`src/rtl/pwm_duty_sequencer.sv`:
```
// Single writer of the 8-bit PWM duty word: MANUAL stepping from debounced buttons or an autonomous
// BREATHE fade. Optional macro GAMMA_CORRECT_EN adds a registered ((d*d)+255)>>8 output map.
`timescale 1ns/1ps

module pwm_duty_sequencer #(
   parameter int TICK_DIV       = 262144,
   parameter int DEBOUNCE_TICKS = 4,
   parameter int HOLD_TICKS     = 64,
   parameter int STEP           = 1
) (
   input  logic       CLK_i,
   input  logic       RST_i,
   input  logic       BTN_UP_N_i,
   input  logic       BTN_DN_N_i,
   input  logic       MODE_i,
   output logic [7:0] duty_o,
   output logic       tick_o,
   output logic [2:0] state_o
);

   localparam int TCW = $clog2(TICK_DIV);
   localparam int DBW = $clog2(DEBOUNCE_TICKS + 1);
   localparam int HW  = $clog2(HOLD_TICKS + 1);

   typedef enum logic [2:0] {
      ST_MANUAL    = 3'd0,
      ST_RAMP_UP   = 3'd1,
      ST_HOLD_TOP  = 3'd2,
      ST_RAMP_DOWN = 3'd3,
      ST_HOLD_BOT  = 3'd4
   } state_t;

   // One tick-qualified debounce step; returns {next level, next run count}.
   function automatic logic [DBW:0] deb_step(input logic level, input logic sample,
                                             input logic [DBW-1:0] run, input logic tick);
      logic           lvl;
      logic [DBW-1:0] cnt;
      lvl = level;
      cnt = run;
      if (!tick) begin
         cnt = run;
      end else if (sample == level) begin
         cnt = {DBW{1'b0}};
      end else if (run == DBW'(DEBOUNCE_TICKS - 1)) begin
         lvl = sample;
         cnt = {DBW{1'b0}};
      end else begin
         cnt = run + DBW'(1);
      end
      return {lvl, cnt};
   endfunction

   logic           up_meta_r, up_sync_r, dn_meta_r, dn_sync_r, mode_meta_r, mode_sync_r;
   logic [TCW-1:0] cnt_r, cnt_nxt_s;
   logic           tick_r;
   logic           up_deb_r, dn_deb_r, up_deb_nxt_s, dn_deb_nxt_s;
   logic [DBW-1:0] up_run_r, dn_run_r, up_run_nxt_s, dn_run_nxt_s;
   logic           up_press_s, dn_press_s;
   logic [8:0]     up_sum_s, dn_diff_s;
   logic [7:0]     duty_up_s, duty_dn_s;
   state_t         state_r, state_nxt_s;
   logic [7:0]     duty_r, duty_nxt_s;
   logic [HW-1:0]  hold_r, hold_nxt_s;

   // Two-flop synchronisers for the asynchronous buttons and mode switch.
   always_ff @(posedge CLK_i or posedge RST_i) begin
      if (RST_i) begin
         up_meta_r   <= 1'b1;
         up_sync_r   <= 1'b1;
         dn_meta_r   <= 1'b1;
         dn_sync_r   <= 1'b1;
         mode_meta_r <= 1'b0;
         mode_sync_r <= 1'b0;
      end else begin
         up_meta_r   <= BTN_UP_N_i;
         up_sync_r   <= up_meta_r;
         dn_meta_r   <= BTN_DN_N_i;
         dn_sync_r   <= dn_meta_r;
         mode_meta_r <= MODE_i;
         mode_sync_r <= mode_meta_r;
      end
   end

   // Tick divider next count.
   always_comb begin
      if (cnt_r == TCW'(TICK_DIV - 1)) begin
         cnt_nxt_s = {TCW{1'b0}};
      end else begin
         cnt_nxt_s = cnt_r + TCW'(1);
      end
   end

   // Tick divider; the strobe is registered so it is high exactly while the count sits at its top.
   always_ff @(posedge CLK_i or posedge RST_i) begin
      if (RST_i) begin
         cnt_r  <= {TCW{1'b0}};
         tick_r <= 1'b0;
      end else begin
         cnt_r  <= cnt_nxt_s;
         tick_r <= (cnt_nxt_s == TCW'(TICK_DIV - 1));
      end
   end

   // Debounce next state; the step logic uses the accepted level so a press steps on its accepting tick.
   always_comb begin
      {up_deb_nxt_s, up_run_nxt_s} = deb_step(up_deb_r, up_sync_r, up_run_r, tick_r);
      {dn_deb_nxt_s, dn_run_nxt_s} = deb_step(dn_deb_r, dn_sync_r, dn_run_r, tick_r);
      up_press_s = ~up_deb_nxt_s;
      dn_press_s = ~dn_deb_nxt_s;
   end

   // Debounced button levels and run counters.
   always_ff @(posedge CLK_i or posedge RST_i) begin
      if (RST_i) begin
         up_deb_r <= 1'b1;
         dn_deb_r <= 1'b1;
         up_run_r <= {DBW{1'b0}};
         dn_run_r <= {DBW{1'b0}};
      end else begin
         up_deb_r <= up_deb_nxt_s;
         dn_deb_r <= dn_deb_nxt_s;
         up_run_r <= up_run_nxt_s;
         dn_run_r <= dn_run_nxt_s;
      end
   end

   // Saturating 9-bit step arithmetic; bit 8 flags overflow on the sum and borrow on the difference.
   always_comb begin
      up_sum_s  = {1'b0, duty_r} + 9'(STEP);
      dn_diff_s = {1'b0, duty_r} - 9'(STEP);
      if (up_sum_s[8]) begin
         duty_up_s = 8'd255;
      end else begin
         duty_up_s = up_sum_s[7:0];
      end
      if (dn_diff_s[8]) begin
         duty_dn_s = 8'd0;
      end else begin
         duty_dn_s = dn_diff_s[7:0];
      end
   end

   // Mode/fade FSM next state; a mode change takes priority over any tick in the same cycle.
   always_comb begin
      state_nxt_s = state_r;
      duty_nxt_s  = duty_r;
      hold_nxt_s  = hold_r;
      case (state_r)
         ST_MANUAL: begin
            if (mode_sync_r) begin
               state_nxt_s = ST_RAMP_UP;
            end else if (tick_r && up_press_s && !dn_press_s) begin
               duty_nxt_s = duty_up_s;
            end else if (tick_r && dn_press_s && !up_press_s) begin
               duty_nxt_s = duty_dn_s;
            end else begin
               duty_nxt_s = duty_r;
            end
         end
         ST_RAMP_UP: begin
            if (!mode_sync_r) begin
               state_nxt_s = ST_MANUAL;
            end else if (tick_r) begin
               duty_nxt_s = duty_up_s;
               if (duty_up_s == 8'd255) begin
                  state_nxt_s = ST_HOLD_TOP;
                  hold_nxt_s  = {HW{1'b0}};
               end else begin
                  state_nxt_s = ST_RAMP_UP;
               end
            end else begin
               duty_nxt_s = duty_r;
            end
         end
         ST_HOLD_TOP: begin
            if (!mode_sync_r) begin
               state_nxt_s = ST_MANUAL;
            end else if (tick_r && (hold_r == HW'(HOLD_TICKS - 1))) begin
               state_nxt_s = ST_RAMP_DOWN;
               hold_nxt_s  = {HW{1'b0}};
            end else if (tick_r) begin
               hold_nxt_s = hold_r + HW'(1);
            end else begin
               hold_nxt_s = hold_r;
            end
         end
         ST_RAMP_DOWN: begin
            if (!mode_sync_r) begin
               state_nxt_s = ST_MANUAL;
            end else if (tick_r) begin
               duty_nxt_s = duty_dn_s;
               if (duty_dn_s == 8'd0) begin
                  state_nxt_s = ST_HOLD_BOT;
                  hold_nxt_s  = {HW{1'b0}};
               end else begin
                  state_nxt_s = ST_RAMP_DOWN;
               end
            end else begin
               duty_nxt_s = duty_r;
            end
         end
         ST_HOLD_BOT: begin
            if (!mode_sync_r) begin
               state_nxt_s = ST_MANUAL;
            end else if (tick_r && (hold_r == HW'(HOLD_TICKS - 1))) begin
               state_nxt_s = ST_RAMP_UP;
               hold_nxt_s  = {HW{1'b0}};
            end else if (tick_r) begin
               hold_nxt_s = hold_r + HW'(1);
            end else begin
               hold_nxt_s = hold_r;
            end
         end
         default: begin
            state_nxt_s = ST_MANUAL;
         end
      endcase
   end

   // FSM state, linear duty and hold counter registers.
   always_ff @(posedge CLK_i or posedge RST_i) begin
      if (RST_i) begin
         state_r <= ST_MANUAL;
         duty_r  <= 8'd0;
         hold_r  <= {HW{1'b0}};
      end else begin
         state_r <= state_nxt_s;
         duty_r  <= duty_nxt_s;
         hold_r  <= hold_nxt_s;
      end
   end

`ifdef GAMMA_CORRECT_EN
   logic [7:0] gamma_r;

   // Perceptual square-law map, rounded up so that 1 still maps to 1.
   always_ff @(posedge CLK_i or posedge RST_i) begin
      if (RST_i) begin
         gamma_r <= 8'd0;
      end else begin
         gamma_r <= 8'((({8'd0, duty_r} * {8'd0, duty_r}) + 16'd255) >> 8);
      end
   end

   assign duty_o = gamma_r;
`else
   assign duty_o = duty_r;
`endif

   assign tick_o  = tick_r;
   assign state_o = state_r;

endmodule

```
`config.mk`:
```
export PLATFORM = sky130hd
export DESIGN_NAME = pwm_duty_sequencer
export DESIGN_NICKNAME = d
export VERILOG_FILES = /design/src/rtl/pwm_duty_sequencer.sv
export SDC_FILE = /design/constraint.sdc
export NUM_CORES = 1
export LEC_CHECK = 0
export CORE_ASPECT_RATIO = 1.25
export CORE_MARGIN = 2
export CORE_UTILIZATION = 60
export DETAILED_ROUTE_END_ITERATION = 8
export GPL_TIMING_DRIVEN = 1
export PLACE_DENSITY = 0.8
export SLEW_MARGIN = 20
export SYNTH_ARGS = -nofsm -noshare
export SYNTH_HDL_FRONTEND = slang
export SYNTH_SLANG_ARGS = --single-unit
```
`constraint.sdc`:
```
create_clock -name CLK_i -period 2.9 [get_ports CLK_i]
set_clock_uncertainty 0.05 [all_clocks]
set_input_delay 0.435 -clock CLK_i [delete_from_list [all_inputs] [get_ports CLK_i]]
set_output_delay 0.435 -clock CLK_i [all_outputs]
set_load 0.05 [all_outputs]
```
Yosys cells after proc, flatten, opt, wreduce, memory -nomap -nowiden. Index checks and enable logic that the tools add are counted.

Register bits: 51. Bits of input ports: 5. Output and inout port bits: 12. Logic and storage cells: 106.

Add/subtract/negate cells: 6. Eq/ne operators: 27. Mux-type cells: 43. Bitwise operators: 2. Reduce and logical (&&, ||, !) cells: 13.

Operators with widths (number): 8-bit two-way mux (9); 7-bit two-way mux (9); 3-bit two-way mux (14); 18-bit == test (second input constant) (2); 8-bit case mux with 3 select lines (1); 7-bit case mux with 3 select lines (1); 18-bit by 1-bit adder with 18-bit output (second input constant) (1); 18-bit two-way mux (1); 2-bit != test (second input constant) (8); 3-bit != test (second input constant) (5); 3-bit case mux with 5 select lines (1); 3-bit by 2-bit == test with 1-bit output (second input constant) (4); 8-bit by 1-bit adder with 9-bit output (second input constant) (1); 9-bit AND reduction (1); 8-bit by 1-bit subtractor with 9-bit output (second input constant) (1); 8-bit == test (second input constant) (1); 8-bit zero test (1); 7-bit by 1-bit adder with 7-bit output (second input constant) (1); 7-bit by 6-bit == test with 1-bit output (second input constant) (1); 7-bit AND reduction (1); 3-bit by 1-bit adder with 3-bit output (second input constant) (2); 1-bit two-way mux (6); 3-bit nonzero test (2); 1-bit logical AND (5); 10 further kinds (12).

Longest topological paths before layout. Gate-level depths: netlist of the first run.

Depth after elaboration: 11. Gate-level depth with buffers: 9. Depth with buffers taken out: 8.

Worst setup path after synthesis of the first run. OpenSTA, ideal clock, no wires.

Path type: reg2reg. Start: register duty_r[1], in the netlist duty_o[1]. End: register hold_r[5]. Setup time: 0.092 ns. Arrival time: 2.380 ns. Data required time: 2.758 ns. Path slack: 0.378 ns. Stages on the path, launching flop included: 10. Path buffers: 1. Clock period less this slack: 2.522 ns. Cell sequence: dfrtp_1 > clkbuf_1 > inv_1 > ha_1 > nand2b_1 > a211o_1 > o2bb2ai_1 > a2bb2oi_4 > nand3b_4 > o31ai_2.

Cells in the longest elaborated chain, start to end: 5. Elaborated cells on any way between the ends: 9. Classes of those cells: add/sub (2); eq/ne (3); mux (2); reduce/logical (2).

Ends and longest elaborated chain: start, declared (line 62) `logic [7:0] duty_r, duty_nxt_s;`; start signal, assigned (line 228) `duty_r <= duty_nxt_s;`; 8-bit by 1-bit adder with 9-bit output / 8-bit by 1-bit subtractor with 9-bit output (equally long branches) (line 129, 130); 8-bit two-way mux (on tied branches) (line 131, 136); 8-bit == test / 8-bit zero test (equally long branches) (line 165, 192); 2-bit != test (no source line); 9-bit AND reduction (no source line) (*); end signal, assigned (line 225) `hold_r <= {HW{1'b0}};`; end signal, assigned (line 229) `hold_r <= hold_nxt_s;`; end, declared (line 63) `logic [HW-1:0] hold_r, hold_nxt_s;`.

Mark *: on every way between the ends. The rest lies on a longest branch, timed or not. A chain may end at the register's enable or synchronous reset.

Final worst setup path of the first run.
Start: register duty_r[0], in the netlist duty_o[0]. End: register hold_r[3].

Same word-level chain as after synthesis.

==> results of run 1 <==
[metrics by stage]
| stage | hold WS (ns) | instance area [sq um] | total power [mW] | setup slack (ns) |
|---|---|---|---|---|
| detailed placement | 0.295 | 3320 | 0.794 | 0.493 |
| floorplan | 0.281 | 3120 | 0.776 | 0.378 |
| finish | 0.309 | 3430 | 1.27 | 0.443 |
| global placement | 0.285 | 3320 | 0.793 | 0.521 |
| CTS | 0.310 | 3430 | 1.28 | 0.468 |
| global route | 0.315 | 3430 | 1.32 | 0.218 |
[state kept, by name (all words and copies together), names as in the netlist, 3 cells and up]
name and cells:
cnt_r 18, duty_o 8, hold_r 7, dn_run_r 3, state_o 3, up_run_r 3
[power by group]
part / total [mW] / switching [mW] / internal, mW
sequential: 0.725 / 0.00644 / 0.718
combinational: 0.0548 / 0.0352 / 0.0196
clock: 0.491 / 0.233 / 0.258
[layout by cell type, fill, tap and decap left out, drive strengths merged, types with 10 or more instances in the layout]
cell type,n
inv,11
nand2,35
dfrtp,45
o21ai,21
clkdlybuf4s50,16
nand3,18
nor3,10
xnor2,12
nor2,21
a21oi,15
nand2b,14
[logic make-up after synthesis]
kind of cell | Yosys count | share of synthesized area [%]
xor gates and xnor gates | 19 | 5.34
muxes | 5 | 1.77
buffers and inverters | 28 | 3.93
DFF | 51 | 41.2
and+or+nand+nor | 151 | 27.2
AOI/OAI and AO/OA | 76 | 17.8
adders and majority gates | 7 | 2.73
[critical path: cells and delay by family, from the launching register on]
kind,cells,cell delay (ns)
AOI/OAI and AO/OA,4,0.95
DFF,1,0.62
adders and majority gates,1,0.40
and+or+nand+nor,2,0.36
[metal layers]
metal / vias to the layer above / part of all wire, % / global-route usage, %
met4: 0 / 2.0 / 9.09
met1: 1200 / 42 / 31.0
met5: - / 0 / 0
met3: 11 / 4.1 / 3.75
li1: 1233 / - / -
met2: 71 / 52 / 41.9
[area by class of cell]
type	count	area, sq um	share of cell area (%)
Tap cell	62	77.6	2.26
Timing Repair Buffer	22	205	5.99
Multi-Input combinational cell	258	1710	49.9
Sequential cell	51	1280	37.4
Clock buffer	6	72.6	2.12
Clock inverter	2	37.5	1.09
Inverter	11	41.3	1.20
[worst max path at each step]
stage	startpoint	end	slack, ns
floorplan	duty_o[1]	hold_r[5]	0.38
global placement	duty_o[0]	hold_r[2]	0.52
detailed placement	dn_run_r[0]	duty_o[6]	0.49
CTS	duty_o[0]	hold_r[3]	0.47
global route	duty_o[0]	hold_r[3]	0.22
finish	duty_o[0]	hold_r[3]	0.44
==> metrics, run 1 <==
run status finished, final reports clean; asr flop ratio synth 100%; CTS buffer count 5; RSZ-0062 raised after global routing no; DRC 0; Commonest cells post-synth dfrtp_1 (45), nand2_1 (35), nor2_1 (21); Power Density ~370 nW/um^2; Area growth syn-to-layout 10.0%; global route overflow 0; YS warnings 0; critical path's slowest cell dfrtp_1; Reg-to-Reg Start duty_o[0]; Syn Nets roughly 350; worst min-delay path class flip-flop to flip-flop; fraction of layout cells with a size suffix above 1 10.9%; IO buf count 16; FILL cells between 400 and 500; Vias per Instance roughly 6; Initial Utilization around three fifths; sequential area share after synthesis 41.2%; max cap viols 0; full die area about 5800 sq um; Tmin final between 2 and 2.5 ns; cts repair resizes 0; Hold Path End dn_sync_r; post-synth top area cell dfrtp_1; # IOs 17; nets 360; number of synthesized register bits a little over 50; Max Fanout on Critical Path 14; most frequent cell after synthesis dfrtp_1; WHS Path Cells 0; H-tree levels 2; final wirelength about 6.3 mm; initial antenna violation count 0; clock transition at the registers of the reported paths 0.10 ns; die height approximately 85 um; CTS sink cnt a little over 50; most area-consuming cells after synthesis dfrtp_1 (36%), dfstp_2 (5.1%), nand2_1 (4.2%), xnor2_1 (3.4%), nand2b_1 (2.8%); Hold Crit Start dn_meta_r; CTS tree built; Critical Path AT 2.63 ns; max incr delay on CP ~0.62 ns; hold-fix buffers at CTS 0; setup tns final 0 ns; Routed WL per cell roughly 15 um; Setup crit end kind flip-flop; CTS Root Cell clkbuf_8; Crit Path Class flip-flop to flip-flop; Finished Layout Cells ~410; Max VDD drop ~0.31 mV; GPL Wtd Cong between 0.8 and 0.9; Cell variety after synth between 60 and 70; Post-synth EDFFs 0; mapped cell area a little over 3000 sq um; number of placed cells counting well taps about 400; CP Cell Sequence ha_1, nand2_1, a211o_1, o2bb2ai_1, a2bb2oi_4, nand3b_4, o31ai_2; initial DRC count slightly above 200; DP HPWL around 4.5 mm; DR pass1 iterations 4; final core occ between 60% and 70%; commonest register cell after synthesis dfrtp_1; Horiz. Die Dim roughly 68 um; FF-to-FF End hold_r[3]; Req. time, crit path 3.07 ns; clock buffer depth 2; R2R Setup Slk approximately 0.44 ns; # rows 29; n_diodes 0; fmax between 400 and 500 MHz; vias in the first global route 2482; CORE AREA about 5000 sq um; Synth top area share about 36%; crit start category flip-flop; largest net degree at the start of global routing 52; DR vias approximately 2500; Synth Instances around 340; crit share post-route roughly 85%; final count of hold timing violations 0; Skew-Pair Late Insertion Delay approximately 0.31 ns; # setup viols final 0; Synth Area per Inst 9.25 sq um; GRT Util Overall ~25%; Leak roughly 1.4 nW; final slew viol count 0; slew margin rel. between 50% and 60%; worst slew pin tran 0.623 ns; post-route ant nets 0; R2R cell count 7; Post-CTS Setup Bufs 0; first-pass GRT wire length roughly 11 mm
Power figures use the tool's default switching activity.
==> inputs of run 2 (changes only) <==
- CORE_UTILIZATION: 60 -> 54
- PLACE_DENSITY: 0.8 -> 0.76
- clock period: 2.9 -> 2.1 ns (I/O delays scaled with it)
==> metrics, run 2 (synthesized netlist as in run 1, its figures left out) <==
commonest cells after routing, fill and taps aside buf_4 (52), dfrtp_1 (38), nand2_1 (34); Tmin final 2.16 ns (-0.298 ns); # IOs 17 (unchanged); Vias per Instance 5.92 (-3.0%); sequential power share 55.3% (-1.8 points); initial DRC count 139 (-32%); max reg flops 18 (unchanged); clock buffer depth 2 (unchanged); IO buf count 16 (unchanged); Finished Layout Cells 460 (+12%); global route overflow 0 (unchanged); largest net degree at the start of global routing 45 (-13%); Area growth syn-to-layout 26.4%; final slew viol count 0 (unchanged); fmax 463 MHz (+14%); n_diodes 0 (unchanged); Max Fanout on Critical Path 4 (-10); final wirelength 7.21 mm (+14%); Critical Path AT 2.31 ns (-0.32 ns); first-pass GRT wire length 12.1 mm (+8.7%); switching share of power 22.4% (+0.78 points); failing checks negative setup slack; number of placed cells counting well taps 436 (+7.9%); final count of hold timing violations 0 (unchanged); initial antenna violation count 0 (unchanged); largest register by flop count cnt_r; full die area 6400 sq um (+11%); R2R Setup Slk -0.06 ns (-0.50 ns); Max VDD drop 0.474 mV (+55%); Routed WL per cell 15.7 um (+2.5%); Placement Setup Slack -0.110 ns (-0.603 ns); commonest non-fill, non-tap cell in the layout buf_4; worst slew pin tran 0.489 ns (-0.135 ns); CORE AREA 5520 sq um (+9.4%); DR pass1 iterations 4 (unchanged); CTS buffer count 5 (unchanged); FILL cells 409 (+1.5%); CTS Root Cell clkbuf_8; R2R cell count 8 (+1); RSZ-0062 raised after global routing yes; Final WS setup -0.0588 ns (-0.502 ns); nets 406 (+13%); slew margin rel. 67.0% (+8.5 points); max cap viols 0 (unchanged); GRT Util Overall 24.0% (-0.73 points); die height 88.9 um (+5.2%); Reg-to-Reg Start dn_run_r[1]; crit share post-route 103% (+18 points); Horiz. Die Dim 72.0 um (+5.1%); worst min-delay path class primary input to asynchronous set/reset pin; Initial Utilization 56.5% (-5.3 points); FF-to-FF End duty_o[6]; Crit Path Class flip-flop to flip-flop; CTS sink cnt 51 (unchanged); CTS tree built; run status finished with violations; final core occ 71.4% (+3.4 points); Clock Power Share 38.9% (+0.3 points); Leak 1.66 nW (+20%); vias in the first global route 2755 (+11%); H-tree levels 2 (unchanged); DRC 0 (unchanged); # rows 30 (+3.4%); DR vias 2725 (+8.3%); Skew-Pair Late Insertion Delay 0.31 ns (about the same); post-route ant nets 0 (unchanged); Setup crit end kind flip-flop; Req. time, crit path 2.25 ns (-0.82 ns); fraction of layout cells with a size suffix above 1 29.0% (+18 points); # setup viols final 6 (+6); Pint 1.40 mW (+40%); DP HPWL 5.01 mm (+12%); clock transition at the registers of the reported paths 0.10 ns (about the same); GPL Wtd Cong 0.946 (+15%); Power Density 457 nW/um^2 (+23%); crit start category flip-flop; Comb pwr share 5.8% (+1.5 points); Sw Pwr 0.404 mW (+47%)
[run 2: changes by cell type in the layout (fill, tap and decap cells not counted), sizes merged]
cell,before,now
buf,6,56
clkdlybuf4s50,16,9
dlygate4sd2,0,3
clkbuf,6,5
clkinv,0,1
clkinvlp,1,0
inv,11,12
[run 2: routing by layer]
layer  share of wire (%)  up-vias  track usage (%)
met2                  51       87             42.7
met4                 3.5        0             11.7
li1                    -     1324                -
met1                  41     1293             28.4
met5                   0        -                0
met3                 3.9       21             3.61
[run 2: how the worst max path moves through the flow]
stage / start / end / slack (ns) / cells past startpoint
3_3_place_gp: dn_run_r[0] / duty_o[6] / -0.04 / 7
6_report: dn_run_r[1] / duty_o[6] / -0.06 / 8
4_1_cts: up_run_r[0] / duty_o[6] / -0.03 / 8
2_1_floorplan: tick_o / duty_o[6] / -0.11 / 7
5_1_grt: dn_run_r[0] / duty_o[1] / -0.18 / 11
3_5_place_dp: dn_run_r[0] / duty_o[6] / -0.11 / 7
[run 2: through the flow]
stage	setup TNS, ns	hold slack (ns)	area (sq um)	power [mW]
3_3_place_gp	-0.0743	0.282	3630	1.11
3_5_place_dp	-0.300	0.291	3630	1.11
5_1_grt	-1.04	0.187	3940	1.88
6_report	-0.206	0.160	3940	1.80
2_1_floorplan	-0.376	0.269	3220	1.07
4_1_cts	-0.0303	0.162	3820	1.82
[run 2: cell type report]
| class | instances | area (sq um) | share of cell area [%] |
|---|---|---|---|
| timing repair buffer | 68 | 554 | 14.1 |
| clock buffer | 5 | 68.8 | 1.75 |
| tap | 64 | 80.1 | 2.03 |
| sequential | 51 | 1290 | 32.8 |
| clock inverter | 3 | 47.5 | 1.21 |
| multi-input combinational | 258 | 1850 | 47.0 |
| inverter | 11 | 43.8 | 1.11 |
[run 2: power groups by stage]
| stage | logic (mW) | clock network, mW | registers [mW] |
|---|---|---|---|
| after global routing | 0.116 | 0.765 | 0.998 |
| after global placement | 0.0930 | 0 | 1.02 |
| after CTS | 0.103 | 0.720 | 0.997 |
| after detailed placement | 0.0940 | 0 | 1.02 |
| after floorplan | 0.0529 | 0 | 1.02 |
| final | 0.104 | 0.701 | 0.997 |
[run 2: worst max-delay path: stages, from the launching register on]
cell,delay [ns]
dfrtp_1,0.41
ha_2,0.19
nand3b_1,0.11
mux2i_2,0.31
buf_4,0.18
a32oi_2,0.12
a21oi_4,0.26
mux2_4,0.32
o211a_1,0.11
[run 2: timing repair]
action | CTS | global route
setup buffers | 7 | 8
hold buffers | 0 | 0
setup endpoints to repair | 10 | 13
pin swaps | 4 | 6
gates cloned | 1 | 0
resized for setup | 8 | 13
==> inputs of run 3 (changes only) <==
- CTS_CLUSTER_DIAMETER: unset -> 150
==> results of run 3 <==
Same layout as run 2: the final DEF is identical, and so are final timing and power.
